File: src/rtl/msrv32_pkg.sv
// rtl/msrv32_pkg.sv - shared decode constants and control bundle type
//
// Purpose: opcode constants, write-back select codes, immediate types, ALU
// op encodings, funct7 constants and the decoded control bundle used by
// msrv32_decode_comb and msrv32_decode_stage.
// Ports: none (package).
package msrv32_pkg;

   // Major opcodes (instr[6:0])
   localparam logic [6:0] OPC_LUI    = 7'b0110111;
   localparam logic [6:0] OPC_AUIPC  = 7'b0010111;
   localparam logic [6:0] OPC_JAL    = 7'b1101111;
   localparam logic [6:0] OPC_JALR   = 7'b1100111;
   localparam logic [6:0] OPC_BRANCH = 7'b1100011;
   localparam logic [6:0] OPC_LOAD   = 7'b0000011;
   localparam logic [6:0] OPC_STORE  = 7'b0100011;
   localparam logic [6:0] OPC_OP_IMM = 7'b0010011;
   localparam logic [6:0] OPC_OP     = 7'b0110011;
   localparam logic [6:0] OPC_FENCE  = 7'b0001111;
   localparam logic [6:0] OPC_SYSTEM = 7'b1110011;

   // Write-back mux select
   localparam logic [2:0] WB_ALU   = 3'd0;
   localparam logic [2:0] WB_LOAD  = 3'd1;
   localparam logic [2:0] WB_LUI   = 3'd2;
   localparam logic [2:0] WB_AUIPC = 3'd3;
   localparam logic [2:0] WB_CSR   = 3'd4;
   localparam logic [2:0] WB_PC4   = 3'd5;

   // Immediate formats
   localparam logic [2:0] IMM_I   = 3'd0;
   localparam logic [2:0] IMM_S   = 3'd1;
   localparam logic [2:0] IMM_B   = 3'd2;
   localparam logic [2:0] IMM_U   = 3'd3;
   localparam logic [2:0] IMM_J   = 3'd4;
   localparam logic [2:0] IMM_CSR = 3'd5;

   // funct7 patterns
   localparam logic [6:0] F7_BASE   = 7'b0000000;
   localparam logic [6:0] F7_ALT    = 7'b0100000;
   localparam logic [6:0] F7_MULDIV = 7'b0000001;

   // ALU op encoding: {alt bit, funct3}
   typedef enum logic [3:0] {
      ALU_ADD  = 4'b0000,
      ALU_SLL  = 4'b0001,
      ALU_SLT  = 4'b0010,
      ALU_SLTU = 4'b0011,
      ALU_XOR  = 4'b0100,
      ALU_SRL  = 4'b0101,
      ALU_OR   = 4'b0110,
      ALU_AND  = 4'b0111,
      ALU_SUB  = 4'b1000,
      ALU_SRA  = 4'b1101
   } alu_op_e;

   typedef struct packed {
      logic [2:0] wb_mux_sel;
      logic [2:0] imm_type;
      logic [3:0] alu_opcode;
      logic       alu_src;
      logic       iadder_src;
      logic [1:0] load_size;
      logic       load_unsigned;
      logic       mem_wr_req;
      logic       rf_wr_en;
      logic       csr_wr_en;
      logic [2:0] csr_op;
      logic       md_req;
      logic       illegal;
      logic       mis_load;
      logic       mis_store;
      logic       mis_instr;
   } ctrl_t;

   // Access size is funct3[1:0]: 00 byte, 01 half, 10 word.
   function automatic logic is_misaligned(input logic [1:0] size,
                                          input logic [1:0] addr);
      case (size)
         2'b10:   is_misaligned = (addr != 2'b00);
         2'b01:   is_misaligned = addr[0];
         default: is_misaligned = 1'b0;
      endcase
   endfunction

endpackage

File: src/rtl/msrv32_decode_comb.sv
// rtl/msrv32_decode_comb.sv - combinational RV32 field-to-control decode
//
// Purpose: maps opcode/funct3/funct7 and the low address bits to a ctrl_t
// bundle. ENABLE_M / ENABLE_CSR select whether M-extension and Zicsr ops
// are legal.
// Ports:
//   opcode   in  7   instr[6:0]
//   funct3   in  3   instr[14:12]
//   funct7   in  7   instr[31:25]
//   addr_lo  in  2   low bits of computed address/target
//   ctrl     out     decoded control bundle (qualifiers already cleared when illegal)
module msrv32_decode_comb
   import msrv32_pkg::*;
#(
   parameter bit ENABLE_M   = 1'b1,
   parameter bit ENABLE_CSR = 1'b1
) (
   input  logic [6:0] opcode,
   input  logic [2:0] funct3,
   input  logic [6:0] funct7,
   input  logic [1:0] addr_lo,
   output ctrl_t      ctrl
);

   always_comb begin
      ctrl               = '0;
      ctrl.alu_opcode    = {1'b0, funct3};
      ctrl.load_size     = funct3[1:0];
      ctrl.load_unsigned = funct3[2];

      // Compressed encodings are not supported; the case default also
      // catches them, the explicit test just makes the intent obvious.
      if (opcode[1:0] != 2'b11) begin
         ctrl.illegal = 1'b1;
      end else begin
         case (opcode)
            OPC_LUI: begin
               ctrl.wb_mux_sel = WB_LUI;
               ctrl.imm_type   = IMM_U;
               ctrl.rf_wr_en   = 1'b1;
            end
            OPC_AUIPC: begin
               ctrl.wb_mux_sel = WB_AUIPC;
               ctrl.imm_type   = IMM_U;
               ctrl.rf_wr_en   = 1'b1;
            end
            OPC_JAL: begin
               ctrl.wb_mux_sel = WB_PC4;
               ctrl.imm_type   = IMM_J;
               ctrl.rf_wr_en   = 1'b1;
               ctrl.mis_instr  = addr_lo[1];
            end
            OPC_JALR: begin
               ctrl.wb_mux_sel = WB_PC4;
               ctrl.imm_type   = IMM_I;
               ctrl.iadder_src = 1'b1;
               ctrl.rf_wr_en   = 1'b1;
               ctrl.mis_instr  = addr_lo[1];
               ctrl.illegal    = (funct3 != 3'b000);
            end
            OPC_BRANCH: begin
               ctrl.imm_type = IMM_B;
               ctrl.alu_src  = 1'b1;
               ctrl.illegal  = (funct3 == 3'b010) || (funct3 == 3'b011);
            end
            OPC_LOAD: begin
               ctrl.wb_mux_sel = WB_LOAD;
               ctrl.imm_type   = IMM_I;
               ctrl.iadder_src = 1'b1;
               ctrl.rf_wr_en   = 1'b1;
               ctrl.mis_load   = is_misaligned(funct3[1:0], addr_lo);
               ctrl.illegal    = (funct3 == 3'b011) || (funct3 == 3'b110) ||
                                 (funct3 == 3'b111);
            end
            OPC_STORE: begin
               ctrl.imm_type   = IMM_S;
               ctrl.iadder_src = 1'b1;
               ctrl.mem_wr_req = 1'b1;
               ctrl.mis_store  = is_misaligned(funct3[1:0], addr_lo);
               ctrl.illegal    = funct3[2] || (funct3[1:0] == 2'b11);
            end
            OPC_OP_IMM: begin
               ctrl.wb_mux_sel = WB_ALU;
               ctrl.imm_type   = IMM_I;
               ctrl.rf_wr_en   = 1'b1;
               // funct7 only exists for the shift-immediate forms
               if (funct3 == 3'b001) begin
                  ctrl.illegal = (funct7 != F7_BASE);
               end else if (funct3 == 3'b101) begin
                  ctrl.illegal       = (funct7 != F7_BASE) && (funct7 != F7_ALT);
                  ctrl.alu_opcode[3] = funct7[5];
               end
            end
            OPC_OP: begin
               ctrl.wb_mux_sel    = WB_ALU;
               ctrl.alu_src       = 1'b1;
               ctrl.rf_wr_en      = 1'b1;
               ctrl.alu_opcode[3] = funct7[5];
               case (funct7)
                  F7_BASE:   ctrl.illegal = 1'b0;
                  F7_ALT:    ctrl.illegal = (funct3 != 3'b000) && (funct3 != 3'b101);
                  F7_MULDIV: begin
                     ctrl.md_req  = ENABLE_M;
                     ctrl.illegal = !ENABLE_M;
                  end
                  default:   ctrl.illegal = 1'b1;
               endcase
            end
            OPC_FENCE: begin
               ctrl.illegal = 1'b0;
            end
            OPC_SYSTEM: begin
               ctrl.csr_op = funct3;
               if (funct3 == 3'b100) begin
                  ctrl.illegal = 1'b1;
               end else if (funct3 != 3'b000) begin
                  // csr_wr_en is raised for every CSR op; execute suppresses
                  // the write for CSRRS/RC with a zero rs1/uimm.
                  ctrl.wb_mux_sel = WB_CSR;
                  ctrl.imm_type   = funct3[2] ? IMM_CSR : IMM_I;
                  ctrl.rf_wr_en   = 1'b1;
                  ctrl.csr_wr_en  = 1'b1;
                  ctrl.illegal    = !ENABLE_CSR;
               end
            end
            default: begin
               ctrl.illegal = 1'b1;
            end
         endcase
      end

      if (ctrl.illegal) begin
         ctrl.rf_wr_en   = 1'b0;
         ctrl.mem_wr_req = 1'b0;
         ctrl.csr_wr_en  = 1'b0;
         ctrl.md_req     = 1'b0;
      end
   end

endmodule

File: src/rtl/msrv32_decode_stage.sv
// rtl/msrv32_decode_stage.sv - registered RV32 decode stage with 2-entry skid buffer
//
// Purpose: decodes instruction fields via msrv32_decode_comb and holds the
// result in a main + skid register pair with valid/ready on both sides.
// flush_in kills both entries; illegal_cnt_out saturating-counts illegal
// bundles handed to execute.
// Ports:
//   ms_riscv32_mp_clk_in / ms_riscv32_mp_rst_n_in   clock, async active-low reset
//   in_valid_in / in_ready_out                      fetch-side handshake
//   opcode_in, funct3_in, funct7_in, iadder_out_1_to_0_in   instruction fields
//   flush_in                                        trap flush
//   out_valid_out / out_ready_in                    execute-side handshake
//   *_out                                           decoded control bundle
//   illegal_cnt_out                                 saturating illegal counter
module msrv32_decode_stage
   import msrv32_pkg::*;
#(
   parameter bit ENABLE_M   = 1'b1,
   parameter bit ENABLE_CSR = 1'b1,
   parameter int CNT_W      = 8
) (
   input  logic             ms_riscv32_mp_clk_in,
   input  logic             ms_riscv32_mp_rst_n_in,
   input  logic             in_valid_in,
   output logic             in_ready_out,
   input  logic [6:0]       opcode_in,
   input  logic [2:0]       funct3_in,
   input  logic [6:0]       funct7_in,
   input  logic [1:0]       iadder_out_1_to_0_in,
   input  logic             flush_in,
   output logic             out_valid_out,
   input  logic             out_ready_in,
   output logic [2:0]       wb_mux_sel_out,
   output logic [2:0]       imm_type_out,
   output logic [3:0]       alu_opcode_out,
   output logic             alu_src_out,
   output logic             iadder_src_out,
   output logic [1:0]       load_size_out,
   output logic             load_unsigned_out,
   output logic             mem_wr_req_out,
   output logic             rf_wr_en_out,
   output logic             csr_wr_en_out,
   output logic [2:0]       csr_op_out,
   output logic             md_req_out,
   output logic             illegal_instr_out,
   output logic             misaligned_load_out,
   output logic             misaligned_store_out,
   output logic             misaligned_instr_out,
   output logic [CNT_W-1:0] illegal_cnt_out
);

   ctrl_t            dec;
   ctrl_t            main_q;
   ctrl_t            skid_q;
   logic             main_valid;
   logic             skid_valid;
   logic             in_fire;
   logic             out_fire;
   logic             qual;
   logic [CNT_W-1:0] cnt_q;

   msrv32_decode_comb #(
      .ENABLE_M   (ENABLE_M),
      .ENABLE_CSR (ENABLE_CSR)
   ) u_decode (
      .opcode  (opcode_in),
      .funct3  (funct3_in),
      .funct7  (funct7_in),
      .addr_lo (iadder_out_1_to_0_in),
      .ctrl    (dec)
   );

   // in_ready is a pure register output: ready whenever the skid slot is free.
   assign in_ready_out = !skid_valid;
   assign in_fire      = in_valid_in && !skid_valid;
   assign out_fire     = main_valid && out_ready_in;

   always_ff @(posedge ms_riscv32_mp_clk_in or negedge ms_riscv32_mp_rst_n_in) begin
      if (!ms_riscv32_mp_rst_n_in) begin
         main_valid <= 1'b0;
         skid_valid <= 1'b0;
         main_q     <= '0;
         skid_q     <= '0;
      end else if (flush_in) begin
         main_valid <= 1'b0;
         skid_valid <= 1'b0;
      end else if (out_fire) begin
         if (skid_valid) begin
            // in_fire cannot be set here because skid_valid blocks ready
            main_q     <= skid_q;
            skid_valid <= 1'b0;
         end else if (in_fire) begin
            main_q <= dec;
         end else begin
            main_valid <= 1'b0;
         end
      end else if (in_fire) begin
         if (main_valid) begin
            skid_q     <= dec;
            skid_valid <= 1'b1;
         end else begin
            main_q     <= dec;
            main_valid <= 1'b1;
         end
      end
   end

   // Counts delivered illegal bundles; a flush does not erase history.
   always_ff @(posedge ms_riscv32_mp_clk_in or negedge ms_riscv32_mp_rst_n_in) begin
      if (!ms_riscv32_mp_rst_n_in) begin
         cnt_q <= '0;
      end else if (out_fire && main_q.illegal && (cnt_q != {CNT_W{1'b1}})) begin
         cnt_q <= cnt_q + 1'b1;
      end
   end

   assign qual = main_valid && !main_q.illegal;

   assign out_valid_out        = main_valid;
   assign wb_mux_sel_out       = main_q.wb_mux_sel;
   assign imm_type_out         = main_q.imm_type;
   assign alu_opcode_out       = main_q.alu_opcode;
   assign alu_src_out          = main_q.alu_src;
   assign iadder_src_out       = main_q.iadder_src;
   assign load_size_out        = main_q.load_size;
   assign load_unsigned_out    = main_q.load_unsigned;
   assign mem_wr_req_out       = qual && main_q.mem_wr_req;
   assign rf_wr_en_out         = qual && main_q.rf_wr_en;
   assign csr_wr_en_out        = qual && main_q.csr_wr_en;
   assign csr_op_out           = main_q.csr_op;
   assign md_req_out           = qual && main_q.md_req;
   assign illegal_instr_out    = main_q.illegal;
   assign misaligned_load_out  = main_q.mis_load;
   assign misaligned_store_out = main_q.mis_store;
   assign misaligned_instr_out = main_q.mis_instr;
   assign illegal_cnt_out      = cnt_q;

endmodule

File: config.mk
export PLATFORM = sky130hd
export DESIGN_NAME = msrv32_decode_stage
export DESIGN_NICKNAME = d
export VERILOG_FILES = /design/src/rtl/msrv32_pkg.sv /design/src/rtl/msrv32_decode_comb.sv /design/src/rtl/msrv32_decode_stage.sv
export SDC_FILE = /design/constraint.sdc
export NUM_CORES = 1
export LEC_CHECK = 0
export ABC_CLOCK_PERIOD_IN_PS = 4550
export BUFFER_PORTS_ARGS = -buffer_cell sky130_fd_sc_hd__buf_2
export CAP_MARGIN = 20
export CORE_MARGIN = 2
export CORE_UTILIZATION = 60
export CTS_CLUSTER_DIAMETER = 100
export DETAILED_ROUTE_END_ITERATION = 7
export PLACE_DENSITY = 0.83
export SKIP_CTS_REPAIR_TIMING = 1
export SYNTH_ARGS = -nofsm -noshare
export SYNTH_HDL_FRONTEND = slang
export SYNTH_SLANG_ARGS = --single-unit
File: constraint.sdc
create_clock -name ms_riscv32_mp_clk_in -period 4.55 [get_ports ms_riscv32_mp_clk_in]
set_clock_uncertainty 0.05 [all_clocks]
set_input_delay 0.2275 -clock ms_riscv32_mp_clk_in [delete_from_list [all_inputs] [get_ports ms_riscv32_mp_clk_in]]
set_output_delay 0.2275 -clock ms_riscv32_mp_clk_in [all_outputs]
set_load 0.05 [all_outputs]
### Yosys cells after proc, flatten, opt, wreduce, memory -nomap -nowiden

Index checks and enable logic that the tools add are counted.

* register bits: 62
* input port bits: 24
* output and inout port bits: 36

* $add $sub $neg: 1
* eq/ne operators: 30
* muxes and demuxes: 47
* bitwise gates (word level): 2
* reductions and logical operators: 36

Operator list (number)
* $mux W26: 5
* $pmux W3 S5: 2
* $eq A7 B6 Y1 const B: 4
* $eq A7 B7 Y1 const B: 4
* $mux W1: 24
* $eq A7 B5 Y1 const B: 2
* $mux W7: 2
* $eq A3 B3 Y1 const B: 4
* $mux W6: 2
* $logic_and A1 B1 Y1: 11
* $mux W3: 3
* $ne A3 B3 Y1 const B: 3
* $reduce_bool A3 Y1: 3
* $add A8 B1 Y8 const B: 1
* $ne A8 B8 Y1 const B: 1
* $pmux W1 S2: 4
* $pmux W1 S8: 1
* $reduce_and A4 Y1: 2
* $reduce_or A2 Y1: 4
* $eq A7 B1 Y1 const B: 1
* $eq A7 B2 Y1 const B: 1
* $eq A7 B4 Y1 const B: 1
* $logic_not A7 Y1: 1
* $ne A7 B6 Y1 const B: 1
* 18 further kinds: 29

### Logic depth before layout (Yosys ltp)

* word-level depth: 10
* mapped depth: 8

### Cells and area by module

From an unflattened synthesis, not the netlist that was laid out.

* cell total of the unflattened synthesis: 327
* area, all modules: 3400.8 um^2

Modules (own cells, without submodules)
* msrv32_decode_stage: instances 1, cells each 236, area an instance 2827.7 um^2, sequential area each 1551.5 um^2
* msrv32_decode_comb: instances 1, cells each 91, area an instance 573.0 um^2, sequential area each 0.0 um^2

### Least setup slack after synthesis

Ideal clock, no wire load.

* path type: register -> register
* from: register main_valid (netlist: out_valid_out)
* to: register main_q, in the netlist illegal_instr_out
* arrival: 1889 ps
* required time: 4417 ps
* path slack: 2528 ps
* cell stages (with the launch flop): 7
* cells stage by stage: dfrtp_1 clkbuf_8 nand2_1 a221oi_4 clkbuf_1 o21ai_0 o22ai_1

* cells in the longest elaborated chain, start to end: 3
* elaborated cells between the ends (all ways): 5

RTL lines
* from (decl): RTL line msrv32_decode_stage.sv:55 `logic main_valid;`
* from (signal assigned): RTL line msrv32_decode_stage.sv:80 `main_valid <= 1'b0;`
* from (signal assigned): RTL line msrv32_decode_stage.sv:85 `main_valid <= 1'b0;`
* from (signal assigned): RTL line msrv32_decode_stage.sv:95 `main_valid <= 1'b0;`
* $logic_and A1 B1 Y1: RTL line msrv32_decode_stage.sv:76 `assign out_fire = main_valid && out_ready_in;`
* $ne A2 B1 Y1 (no source line) / $reduce_bool A2 Y1 (equally long branches)
* $reduce_and A4 Y1 (no source line)
* to (signal assigned): RTL line msrv32_decode_stage.sv:90 `main_q <= skid_q;`
* to (decl): RTL line msrv32_decode_stage.sv:53 `ctrl_t main_q;`

Several ways; a longest one is shown, not always the timed one.
A chain may end at the register's enable or synchronous reset.

### Worst setup path after layout

Same ends and word-level chain as after synthesis.

==> results.cfg <==
[power_and_ir_drop]
finalPower_mw = 1.344
ir_drop_v = 0.0002220
powerDensity_mw_per_mm2 = 390.7
p_leak_nw = 1.623

[worst_setup_path]
critical_path_class = reg -> reg
reg2reg_slack_ns = 2.25
r2r_start = out_valid_out
cp_max_fo = 23
r2r_end = illegal_instr_out
startpoint_type = flip-flop
cp-end-kind = flip-flop
cp.arrival_ns = 2.49
reg2reg_depth = 5
cp.required_ns = 4.74

[logic_synthesis]
syn_area_mm2 = 0.003109
ys_seq_elements = 56
synth_cell_types = 63
synth_fp_nets = 382
synth-main-ff-cell = dfrtp_1
synth-seq-area-share = 0.4507
ys_async_sr_fraction = 1.000
syn_area_per_cell_um2 = 8.808
yosysWarnings = 0
synth_edf_count = 0
synthCells = 353

[clock_tree]
clkLatencyLatePin_ns = 0.31
clk_pin_slew_worst_paths_ns = 0.10
clockRootBuffer = clkbuf_8
ctsHtreeMaxLevel = 2
cts_sinks = 56
cts_tree = yes
clockBufferDepth = 2
numCtsBuffers = 5

[global_routing]
gr-total-overflow = 0
antenna_found_initial = 0
grt_pass1_vias = 2427
grt.total_usage = 0.2463
grt_max_degree = 57
grt_first_pass_wirelength_mm = 11.55

[routing]
dr.pass1.iters = 4
vias = 2652
dr.first_iter.drc_count = 195
drc_errors = 0
ant_nets = 0
avgViaCountPerCell = 5.753
drt-total-wl_mm = 6.831
wl_per_cell_um = 14.82

[sta]
min_period_ns = 2.304
setup_ws_ns = 2.246
finalSetupViolCount = 0
hold_violations = 23
slew_violations = 0
worstMarginPinSlew_ns = 0.9513
grt_setup_unrepaired = no
setup_tns_ns = 0
timing.final.crit_share = 0.5063
hold_slack_ns = -0.01577
timing.fmax_ghz = 0.4341
slew_headroom = 0.3658

[placed_design]
numPlacedInstances = 450
post-place-ws_ns = 2.298
dp_hpwl_mm = 4.691
port_buffers = 59
place.gp.congestion = 0.8789

[floorplanning]
die_w_um = 75.99
coreArea_mm2 = 0.005042
start_util = 0.6166
die_height_um = 75.99
row_count = 26
ios = 60
dieArea_mm2 = 0.005774

[final_layout]
final_cells = 461
n_antenna_cell = 0
multi_input_area_mm2 = 0.001438
ff_latch_area_mm2 = 0.001401
syn_to_final_growth_pct = 10.62
n_fill_cell = 408
fin_nets = 419
final_layout_size_suffix_gt1_frac = 0.2302

[min_path]
holdCritPathClass = in -> async

[run]
drv_cap = 0

[status]
violations = negative hold slack
status = finished, violations left
## synth_stat cells, types with 2 or more instances
cell type	n	area, um2
nand2_1	82	307.8
xnor2_1	4	35.03
o31ai_1	3	22.52
buf_4	15	112.6
xor2_1	3	26.28
o21a_1	3	22.52
or3_1	2	12.51
inv_1	7	26.28
inv_2	2	7.510
a31oi_1	13	81.33
ha_1	5	62.56
nor2b_1	3	18.77
o21ai_0	11	55.05
nor4_1	2	12.51
o22ai_1	2	12.51
nor3_1	6	30.03
clkbuf_8	5	68.82
nand2b_1	3	18.77
buf_2	2	10.01
nand4_1	4	25.02
o21ai_1	7	35.03
mux2_2	2	22.52
and2_1	4	25.02
dfrtp_1	56	1401
clkbuf_1	12	45.04
nor2_1	30	112.6
a21oi_1	17	85.08
nand3_1	13	65.06
## per-layer routing
layer	vias to the layer above	GRT usage	part of all wire
met5	-	0	0
met4	0	0.08182	0.014
met3	8	0.04147	0.053
met2	83	0.4045	0.49
met1	1285	0.3362	0.44
li1	1276	-	-
## cell usage in the layout, fill, tap and decap left out, drive strengths merged, types with 2 or more instances in the layout
cell and n:
o21ai 18, o31ai 3, o21a 3, nand3 13
nor4 2, a31oi 13, nor2b 3, buf 62
xor2 3, or3 2, a221oi 2, xnor2 4
nor3 7, and3 2, o311ai 2, mux2 2
nand4 5, nand2 83, and2 4, inv 9
o22ai 2, a21oi 18, nor2 30, ha 5
clkbuf 8, nand2b 3, dfrtp 56
## critical path, stage by stage, from the launching register on
cell and delay, ns:
dfrtp_1 0.57, nand2_1 0.15, a221oi_4 0.81, buf_4 0.38, o21ai_0 0.14, o22ai_1 0.13
## stage by stage
step | instance area [um2] | util
3_5_place_dp | 3271 | 0.6486
5_1_grt | 3440 | 0.6821
4_1_cts | 3392 | 0.6727
2_1_floorplan | 3109 | -
6_report | 3440 | 0.6821
3_3_place_gp | 3271 | 0.6486
## kinds of logic after synthesis
family          synth area share
simple gates              0.2503
mux                      0.01046
flops                     0.4507
xor+xnor                 0.01972
compound gates            0.1618
fa+ha+maj                0.02012
buf+inv                  0.08693
## registers in the layout, summed over array words and instances, names as in the netlist
signal and count:
skid_q 23, illegal_cnt_out 8, alu_opcode_out 4, main_q 4, csr_op_out 3, imm_type_out 3, wb_mux_sel_out 3, alu_src_out 1
iadder_src_out 1, illegal_instr_out 1, misaligned_instr_out 1, misaligned_load_out 1, misaligned_store_out 1, out_valid_out 1, skid_valid 1
## where the power goes
part           total (mW)  switching [mW]  internal [mW]
Sequential          0.608          0.0489          0.559
Combinational       0.394           0.295         0.0997
Clock               0.342           0.162          0.180
Total                1.34           0.505          0.839
## worst max-delay path by stage
stage                         to  cells past startpoint          start
2_1_floorplan  illegal_instr_out                      6  out_valid_out
3_3_place_gp   illegal_instr_out                      5  out_valid_out
3_5_place_dp   illegal_instr_out                      5  out_valid_out
4_1_cts        illegal_instr_out                      5  out_valid_out
5_1_grt        illegal_instr_out                      5  out_valid_out
6_report       illegal_instr_out                      5  out_valid_out
## cell type report
| class | count | share of cell area |
|---|---|---|
| clock buffers | 6 | 0.02401 |
| flip-flops and latches | 56 | 0.4074 |
| inverters | 9 | 0.009822 |
| clock inverters | 2 | 0.01128 |
| well taps | 70 | 0.02546 |
| multi-input cells | 254 | 0.4180 |
| repair buffers | 64 | 0.1040 |
Power figures use the tool's default switching activity.
